===== src/rtl/hazard_unit.sv =====
// Pipeline hazard controller: registered EX forward selects, load-use and mult/div
// stalls, branch flush, and the multi-cycle mult/div sequencer.
module hazard_unit #(
    parameter int MULDIV_CYCLES = 32,
    parameter int REG_W         = 5
) (
    input  logic             clk,
    input  logic             rst_n,
    input  logic [REG_W-1:0] id_rs,
    input  logic [REG_W-1:0] id_rt,
    input  logic             id_uses_rs,
    input  logic             id_uses_rt,
    input  logic             id_muldiv,
    input  logic [REG_W-1:0] ex_regdst,
    input  logic             ex_reg_write,
    input  logic             ex_mem_read,
    input  logic             ex_muldiv_start,
    input  logic [REG_W-1:0] mem_regdst,
    input  logic             mem_reg_write,
    input  logic             branch_taken_ex,
    output logic [1:0]       forward_a,
    output logic [1:0]       forward_b,
    output logic             pc_write,
    output logic             if_id_write,
    output logic             if_id_flush,
    output logic             id_ex_flush,
    output logic             muldiv_busy,
    output logic             muldiv_done
);

    localparam int CNT_W = (MULDIV_CYCLES > 2) ? $clog2(MULDIV_CYCLES) : 1;
    localparam logic [CNT_W-1:0] CNT_LOAD = CNT_W'(MULDIV_CYCLES - 1);

    typedef enum logic [1:0] {
        S_IDLE,
        S_BUSY,
        S_DONE
    } state_t;

    state_t           state_q, state_d;
    logic [CNT_W-1:0] cnt_q, cnt_d;
    logic [1:0]       fwd_a_q, fwd_a_d;
    logic [1:0]       fwd_b_q, fwd_b_d;
    logic             ld_use;
    logic             md_stall;

    // EX/MEM producer beats MEM/WB; $0 is never forwarded.
    function automatic logic [1:0] fwd_sel(
        input logic             uses,
        input logic [REG_W-1:0] src,
        input logic [REG_W-1:0] ex_dst,
        input logic             ex_wr,
        input logic [REG_W-1:0] mem_dst,
        input logic             mem_wr
    );
        logic [1:0] sel;
        sel = 2'b00;
        if (uses && (src != '0)) begin
            if (ex_wr && (ex_dst == src)) begin
                sel = 2'b10;
            end else if (mem_wr && (mem_dst == src)) begin
                sel = 2'b01;
            end
        end
        return sel;
    endfunction

    always_comb begin
        state_d = state_q;
        cnt_d   = cnt_q;
        case (state_q)
            S_IDLE: begin
                if (ex_muldiv_start) begin
                    state_d = S_BUSY;
                    cnt_d   = CNT_LOAD;
                end
            end
            S_BUSY: begin
                if (cnt_q == '0) begin
                    state_d = S_DONE;
                end else begin
                    cnt_d = cnt_q - 1'b1;
                end
            end
            S_DONE: begin
                if (ex_muldiv_start) begin
                    state_d = S_BUSY;
                    cnt_d   = CNT_LOAD;
                end else begin
                    state_d = S_IDLE;
                end
            end
            default: begin
                state_d = S_IDLE;
                cnt_d   = '0;
            end
        endcase
    end

    assign ld_use = ex_mem_read && ex_reg_write && (ex_regdst != '0) &&
                    ((id_uses_rs && (ex_regdst == id_rs)) ||
                     (id_uses_rt && (ex_regdst == id_rt)));

    assign md_stall = id_muldiv && ((state_q == S_BUSY) || ex_muldiv_start);

    // Redirect outranks any stall; reset holds the front end frozen and flushed.
    always_comb begin
        pc_write    = 1'b1;
        if_id_write = 1'b1;
        if_id_flush = 1'b0;
        id_ex_flush = 1'b0;
        if (!rst_n) begin
            pc_write    = 1'b0;
            if_id_write = 1'b0;
            if_id_flush = 1'b1;
            id_ex_flush = 1'b1;
        end else if (branch_taken_ex) begin
            if_id_flush = 1'b1;
            id_ex_flush = 1'b1;
        end else if (ld_use || md_stall) begin
            pc_write    = 1'b0;
            if_id_write = 1'b0;
            id_ex_flush = 1'b1;
        end
    end

    always_comb begin
        fwd_a_d = 2'b00;
        fwd_b_d = 2'b00;
        if (!id_ex_flush) begin
            fwd_a_d = fwd_sel(id_uses_rs, id_rs, ex_regdst, ex_reg_write,
                              mem_regdst, mem_reg_write);
            fwd_b_d = fwd_sel(id_uses_rt, id_rt, ex_regdst, ex_reg_write,
                              mem_regdst, mem_reg_write);
        end
    end

    always_ff @(posedge clk) begin
        if (!rst_n) begin
            state_q <= S_IDLE;
            cnt_q   <= '0;
            fwd_a_q <= 2'b00;
            fwd_b_q <= 2'b00;
        end else begin
            state_q <= state_d;
            cnt_q   <= cnt_d;
            fwd_a_q <= fwd_a_d;
            fwd_b_q <= fwd_b_d;
        end
    end

    assign forward_a   = fwd_a_q;
    assign forward_b   = fwd_b_q;
    assign muldiv_busy = (state_q == S_BUSY);
    assign muldiv_done = (state_q == S_DONE);

endmodule


===== config.mk =====
export PLATFORM = sky130hd
export DESIGN_NAME = hazard_unit
export DESIGN_NICKNAME = d
export VERILOG_FILES = /design/src/rtl/hazard_unit.sv
export SDC_FILE = /design/constraint.sdc
export NUM_CORES = 1
export LEC_CHECK = 0
export ABC_CLOCK_PERIOD_IN_PS = 1700
export CORE_AREA = 8 8 55 57
export DETAILED_ROUTE_END_ITERATION = 8
export DIE_AREA = 0 0 63 65
export GPL_TIMING_DRIVEN = 0
export PLACE_DENSITY = 0.75
export SLEW_MARGIN = 20
export SYNTH_ARGS = -nofsm -noshare
export SYNTH_HDL_FRONTEND = slang
export SYNTH_SLANG_ARGS = --single-unit

===== constraint.sdc =====
create_clock -name clk -period 1.7 [get_ports clk]
set_clock_uncertainty 0.15 [all_clocks]
set_input_delay 0.255 -clock clk [delete_from_list [all_inputs] [get_ports clk]]
set_output_delay 0.255 -clock clk [all_outputs]
set_load 0.02 [all_outputs]

After elaboration in Yosys (flattened, before gate mapping)
Index checks and enable logic that the tools add are counted.
{ "totals": {"ff_bits": 11, "in_bits": 30, "word_cells": 66} }
{ "classes": {"add_sub_neg": 1, "n_eq_ne": 10, "n_mux": 19, "n_bitwise": 3, "reduce_logical": 27} }
{ "op_table": {"columns": ["cell", "n"], "rows": [
  ["$eq A5 B5 Y1", 4],
  ["$reduce_bool A5 Y1", 3],
  ["$logic_and A1 B1 Y1", 12],
  ["$mux W1", 11],
  ["$mux W5", 2],
  ["$pmux W5 S2", 1],
  ["$mux W2", 4],
  ["$reduce_or A4 Y1", 2],
  ["$pmux W2 S3", 1],
  ["$reduce_or A3 Y1", 2],
  ["$logic_not A5 Y1", 1],
  ["$sub A5 B1 Y5 const B", 1],
  ["$ne A2 B1 Y1 const B", 2],
  ["$ne A2 B2 Y1 const B", 2],
  ["$reduce_and A2 Y1", 2],
  ["$logic_or A1 B1 Y1", 3],
  ["$not A1 Y1", 3],
  ["$eq A2 B1 Y1 const B", 1],
  ["$eq A2 B2 Y1 const B", 1],
  ["$logic_not A2 Y1", 1],
  ["$reduce_or A2 Y1", 1]
]} }

Longest topological paths before layout
{ "logic_depth": {"depth_word": 9, "mapped_depth": 7, "ltp_nobuf": 7} }

Least setup slack after synthesis
No wires, ideal clock.
{ "synth_path": {"path_type": "input -> output", "start": "input port ex_regdst[1]", "end": "output port pc_write", "arrival_time_ns": 1.565, "t_required_ns": 1.295, "path_slack_ns": -0.270, "stages": 5, "n_path_buf": 1, "cell_sequence": "or4_4 > o211ai_2 > a211oi_1 > nor2_1 > buf_4"} }
{ "synth_between": {"elab_chain_len": 8, "elab_cells_between_ends": 12, "classes_between": "eq/ne (2); mux (3); reduce/logical (7)"} }
{ "synth_lines": {"columns": ["element", "line_no", "rtl"], "rows": [
  ["start: declaration", "14", "input logic [REG_W-1:0] ex_regdst,"],
  ["$eq A5 B5 Y1 (on tied branches)", "101, 102", null],
  ["$logic_and A1 B1 Y1 (on tied branches)", "101, 102", null],
  ["$logic_or A1 B1 Y1", "101", "((id_uses_rs && (ex_regdst == id_rs)) ||"],
  ["$logic_and A1 B1 Y1 (*)", "100", "assign ld_use = ex_mem_read && ex_reg_write && (ex_regdst != '0) &&"],
  ["$logic_or A1 B1 Y1 (*)", "120", "end else if (ld_use || md_stall) begin"],
  ["$mux W1 (*) (3 in series)", null, null],
  ["end: declaration", "23", "output logic pc_write,"]
]} }
Every way passes the cells marked *; elsewhere a longest branch is shown, timed or not.

Worst setup path after layout
{ "layout_path": {"start": "input port ex_regdst[2]", "end": "output port id_ex_flush"} }
{ "layout_between": {"elab_chain_len": 8, "elab_cells_between_ends": 12, "classes_between": "eq/ne (2); mux (3); reduce/logical (7)"} }
{ "layout_lines": {"columns": ["element", "line_no", "rtl"], "rows": [
  ["$eq A5 B5 Y1 (on tied branches)", "101, 102", null],
  ["$logic_and A1 B1 Y1 (on tied branches)", "101, 102", null],
  ["$logic_or A1 B1 Y1", "101", null],
  ["$logic_and A1 B1 Y1 (*)", "100", null],
  ["$logic_or A1 B1 Y1 (*)", "120", null],
  ["$mux W1 (*)", "120", null],
  ["$mux W1 (*)", "117", "end else if (branch_taken_ex) begin"],
  ["$mux W1 (*)", "112", "if (!rst_n) begin"],
  ["end: declaration", "26", "output logic id_ex_flush,"]
]} }
Marked as above.

==> flow_summary.json <==
{
  "result_of_the_run": "finished, violations left",
  "failed_checks": "negative setup slack",
  "antenna_found_initial": 0,
  "crit_fanout": 3,
  "max_slew_margin_pct": 68.53,
  "met2WireLength_mm": 1.686,
  "timing.rr.start": "cnt_q[0]",
  "critical_path.startpoint_type": "input pin",
  "vdd_ir_drop_max_uv": 366.4,
  "insertedDiodeCount": 0,
  "gp_routability_congestion": 0.8220,
  "cp_startpoint": "ex_regdst[2]",
  "worst_skew_pair.late_latency_ns": 0.28,
  "clock-sinks": 11,
  "floorplan.core_area_sq_um": 2148,
  "die_height_microns": 65,
  "global_route_wire_length_before_repair_mm": 4.650,
  "worstSetupEndpoint": "id_ex_flush",
  "post_synthesis_average_cell_area_sq_um": 8.058,
  "cts.hold.buffers_added": 0,
  "worst_slack_ns": -0.3093,
  "dpl_cell_area_sq_um": 1257,
  "yosys_register_bits": 11,
  "timing.final.crit_period_ns": 2.009,
  "max_freq_ghz": 0.4977,
  "timing.max_cap.violations": 0,
  "setup_viol_count_final": 6,
  "clock_tree_from_tritoncts": "built",
  "synth-warning-count": 0,
  "first_global_vias": 1062,
  "asyncSetResetFlopFracSynth_pct": 0,
  "row_count": 17,
  "synth_flop_type": "sky130_fd_sc_hd__dfxtp_1",
  "synth.net_count": 131,
  "highest-signal-layer": "met4",
  "die_area_sq_um": 4095,
  "dr.pass1.iters": 4,
  "crit-reg2reg-capture": "cnt_q[1]",
  "finalCritPeriodShare_pct": 118.2,
  "global_route.usage.total_pct": 14.19,
  "ioPinCount": 40,
  "number_of_i_o_port_buffers": 39,
  "finalHoldViolations": 0,
  "min-delay-start": "ex_regdst[1]",
  "route.final.wire_length_mm": 3.320,
  "post-route-drc-count": 0,
  "post-place-cells": 167,
  "number_of_synthesized_flops_with_an_enable_pin": 0,
  "synth_cells": 100,
  "worst-endpoint-required_ns": 1.29,
  "grt_start_max_net_pins": 9,
  "static-leakage-power_nw": 0.6096,
  "total_switching_power_mw": 0.2927,
  "fin_tns_setup_ns": -0.8940,
  "min_path_type": "input pin to flip-flop",
  "met1_wire_length_mm": 1.222,
  "share_clk_of_total_power_pct": 22.2,
  "first_iter_violations": 27,
  "final_antenna_net_count": 0,
  "finish.net_count": 189,
  "switching_share_pct": 34.73,
  "yosysSeqAreaShare_pct": 27.33,
  "avgRoutedWirePerCell_microns": 17.95,
  "totalPowerFinal_mw": 0.8427,
  "htree_num_levels": 1,
  "cts-buffers-inserted": 3,
  "cp_data_arrival_time_ns": 1.60,
  "power.combinational.fraction_pct": 42.0,
  "initial_cell_density_of_the_core_pct": 37.51,
  "p_per_area_nw_per_um2": 540.6,
  "finalHoldWorstSlack_ns": 0.2818,
  "rrSetupSlack_ns": 0.09,
  "detailedPlacementHpwl_mm": 2.075,
  "finalInstanceArea_sq_um": 1559,
  "crit_type": "input pin to output pin",
  "worstSetupEndpointType": "output pin",
  "r2r.worst_path.cells": 7,
  "grt_setup_unrepaired": "true",
  "post_drt_via_cell_ratio": 5.346,
  "cts_buffer_depth": 2,
  "area_growth_pct": 93.48,
  "clkSlewWorstSetupHoldPaths_ns": 0.07,
  "clockRootBuffer": "sky130_fd_sc_hd__clkbuf_4",
  "final_cell_count_no_fill": 185,
  "report.final.slew_viol_count": 0,
  "cellInternalPower_mw": 0.5500,
  "layout_cells_sized_above_1_pct": 40.76,
  "grt_overflow": 0,
  "wl_met3_microns": 242,
  "worst_slew_pin_slew_ns": 0.4672,
  "ys_types": 32,
  "routed-via-count": 989,
  "synth_area_sq_um": 805.8,
  "die-width_microns": 63,
  "seqPwrFrac_pct": 35.8
}
## flip-flops by register name (all words and copies together) (netlist names)
register / flops
cnt_q: 5
forward_a: 2
forward_b: 2
state_q: 2
## critical path: stages
cell	delay (ns)
sky130_fd_sc_hd__buf_8	0.10
sky130_fd_sc_hd__or4_4	0.54
sky130_fd_sc_hd__o211ai_4	0.26
sky130_fd_sc_hd__a21oi_4	0.06
sky130_fd_sc_hd__or2_4	0.26
sky130_fd_sc_hd__buf_6	0.13
## layout make-up
type,instances,area [sq um]
flip-flops and latches,11,222.7
clock inverters,1,5.005
fillers,156,589.3
inverters,4,15.01
plain buffers,1,11.26
multi-input cells,84,749.5
repair buffers,53,498.0
clock buffers,3,22.52
well taps,28,35.03
## repair_timing
| action | 4_1_cts | 5_1_grt |
|---|---|---|
| endpoints found under the setup margin | 14 | 9 |
| pin swaps | 9 | 15 |
| gates resized for setup | 89 | 33 |
| endpoints found under the hold margin | 0 | 0 |
| buffers inserted | 11 | 9 |
## power by group through the flow
stage / Combinational (mW) / Sequential (mW) / Clock [mW]
CTS: 0.302 / 0.298 / 0.189
detailed placement: 0.275 / 0.301 / 0
global route: 0.380 / 0.305 / 0.201
global placement: 0.267 / 0.300 / 0
finish: 0.354 / 0.302 / 0.187
floorplan: 0.145 / 0.297 / 0
## Yosys cell counts (2+ instances only)
master / n / share of area [%]
sky130_fd_sc_hd__a211oi_1: 2 / 1.9
sky130_fd_sc_hd__a21oi_1: 4 / 2.5
sky130_fd_sc_hd__dfxtp_1: 11 / 27
sky130_fd_sc_hd__inv_1: 4 / 1.9
sky130_fd_sc_hd__nand2_1: 5 / 2.3
sky130_fd_sc_hd__nand2b_1: 3 / 2.3
sky130_fd_sc_hd__nand3_1: 3 / 1.9
sky130_fd_sc_hd__nand4_1: 2 / 1.6
sky130_fd_sc_hd__nor2_1: 10 / 4.7
sky130_fd_sc_hd__nor2b_1: 4 / 3.1
sky130_fd_sc_hd__nor3_1: 6 / 3.7
sky130_fd_sc_hd__nor4_1: 3 / 2.3
sky130_fd_sc_hd__o21ai_0: 5 / 3.1
sky130_fd_sc_hd__o22ai_1: 2 / 1.6
sky130_fd_sc_hd__xnor2_1: 9 / 9.8
sky130_fd_sc_hd__xor2_1: 11 / 12
## cells in the final DEF, fill, tap and decap left out, types with 4 or more instances in the layout
| master | count |
|---|---|
| sky130_fd_sc_hd__dfxtp_1 | 9 |
| sky130_fd_sc_hd__buf_2 | 5 |
| sky130_fd_sc_hd__xnor2_1 | 6 |
| sky130_fd_sc_hd__o21ai_0 | 4 |
| sky130_fd_sc_hd__clkdlybuf4s50_1 | 18 |
| sky130_fd_sc_hd__xor2_2 | 4 |
| sky130_fd_sc_hd__xor2_1 | 6 |
| sky130_fd_sc_hd__nor3_1 | 4 |
| sky130_fd_sc_hd__nor2_1 | 9 |
| sky130_fd_sc_hd__buf_4 | 12 |
| sky130_fd_sc_hd__dlygate4sd2_1 | 5 |
| sky130_fd_sc_hd__inv_1 | 4 |
| sky130_fd_sc_hd__buf_6 | 8 |
## cells by family (layout without fill, tap and decap cells)
logic type                 count (synthesis)  in the layout  synth area share [%]
AOI/OAI and AO/OA                         18             18                 14.13
buffers and inverters                      5             62                 2.795
xor gates and xnor gates                  20             20                 21.74
adders and majority gates                  1              1                 1.553
DFF                                       11             11                 27.33
and+or+nand+nor                           45             45                 32.45
## worst min path at each step
stage                   end  slack, ns  cells past startpoint
2_1_floorplan  forward_b[1]       0.22                      2
3_3_place_gp       cnt_q[3]       0.32                      2
3_5_place_dp       cnt_q[3]       0.33                      2
4_1_cts        forward_b[1]       0.23                      4
5_1_grt        forward_b[1]       0.28                      4
6_report       forward_b[1]       0.28                      4
## per-stage QoR
step,utilization [%],setup slack (ns)
3_3_place_gp,58.53,-1.133
3_5_place_dp,58.53,-1.156
2_1_floorplan,-,-0.06000
5_1_grt,72.57,-0.3501
6_report,72.57,-0.3093
4_1_cts,66.39,-0.3558
## routing by layer
metal,vias to the layer above,global-route usage [%]
li1,465,-
met1,447,12.78
met2,60,25.10
met3,17,5.326
met4,0,11.97
met5,-,0
(Power assumes the default switching activity.)
==> RTL change (config.mk and constraints unchanged) <==
The parameter `MULDIV_CYCLES` goes from 32 to 64.
--- a/src/rtl/hazard_unit.sv
+++ b/src/rtl/hazard_unit.sv
@@ -2,5 +2,5 @@
 // stalls, branch flush, and the multi-cycle mult/div sequencer.
 module hazard_unit #(
-    parameter int MULDIV_CYCLES = 32,
+    parameter int MULDIV_CYCLES = 64,
     parameter int REG_W         = 5
 ) (
Check against the original RTL: same outputs for any inputs over 10 cycles, from zero or initial values and one cycle with rst_n low; that may be too few to reach the edited logic, so the function may still have changed.
==> RTL change against the unedited design <==
The flow still finishes with violations (setup timing). Final area rose by 4.1%. Register-to-register slack got worse by 0.08 ns. Total power rose by 19%. Via count rose by 13%. Routed wire length rose by 0.87%. Setup slack improved by 0.096 ns. Die area did not move. Critical endpoint is now pc_write. Area after synthesis rose by 11%. Sequential cell count rose by 1.
==> RTL change: results (changes against the unedited design) <==
[synth]
synth_fp_nets=142  ; +8.4%
synth_cell_types=34  ; +6.3%
netlist_instances=110  ; +10%
yosysSeqAreaShare=0.269  ; -0.00401

[drt]
drt_iter0_drc=43  ; +59%

[hold_path]
worstHoldEndpoint=forward_b[0]
hp-start=id_rt[1]

[run_status]
status=finished, violations left
violations=setup timing

[timing]
setup_violations=5  ; -1
hold_ws_ns=0.195  ; -0.0867 ns
fin_ws_ns=-0.213  ; +0.0963 ns
slew_headroom=0.752  ; +0.0669

[finish]
largest_reg_flops=6  ; +1
buffers=63  ; +17%
multi_input_gates=92  ; +9.5%
layout.nonclk_buf_frac=0.332  ; +0.00489
sh_seq_area=0.157  ; +0.0144
design_area_um2=1620  ; +4.1%
clkbuf_count=4  ; +1

[setup_path]
rrSetupSlack_ns=0.01  ; -0.08 ns
arrival_ns=1.51  ; -0.09 ns
reg2reg_to=cnt_q[3]
worstRegToRegCells=5  ; -2
r2r-start=cnt_q[4]
cp-endpoint=pc_write
crit_path_max_fanout=2  ; -1

[place]
place_area_um2=1330  ; +5.9%
dp_hpwl_um=2080  ; +0.45%
place_inst=177  ; +6.0%

[clock_tree]
cts_post_setup_buffers_inserted=21  ; +10
cts_sinks=12  ; +1

[grt]
grt_pass1_wl_um=5270  ; +13%
grt_pass1_vias=1181  ; +11%
grt_max_degree=11  ; +2

[power]
power_frac_comb=0.422  ; +0.002
p_int_mw=0.669  ; +22%
p_leak_nw=0.663  ; +8.8%

[RTL change: kinds of logic (layout without fill, tap and decap cells)]
logic type	Yosys count	count (layout)	synth area share
AND/OR/NAND/NOR	46	46	0.281
AO/OA/AOI/OAI	24	24	0.195
XOR/XNOR	20	20	0.196
flip-flops	12	12	0.269
buffers and inverters	6	71	0.0308
adder cells (fa/ha/maj)	2	2	0.0280
[RTL change: layer usage]
| metal | wire (um) | up-vias | global-route usage | part of all wire |
|---|---|---|---|---|
| li1 | - | 527 | - | - |
| met1 | 1390 | 508 | 0.175 | 0.42 |
| met2 | 1640 | 65 | 0.255 | 0.49 |
| met3 | 221 | 13 | 0.0309 | 0.066 |
| met4 | 99 | 0 | 0.114 | 0.030 |
| met5 | 0 | - | 0 | 0 |
[RTL change: critical path, cell delays in order]
cell and delay, ns:
buf_8 0.11, xnor2_4 0.18, nand3_2 0.13, nor3_2 0.22, o2111ai_2 0.15, a21oi_2 0.16, nor2b_2 0.06, buf_4 0.13
buf_6 0.12
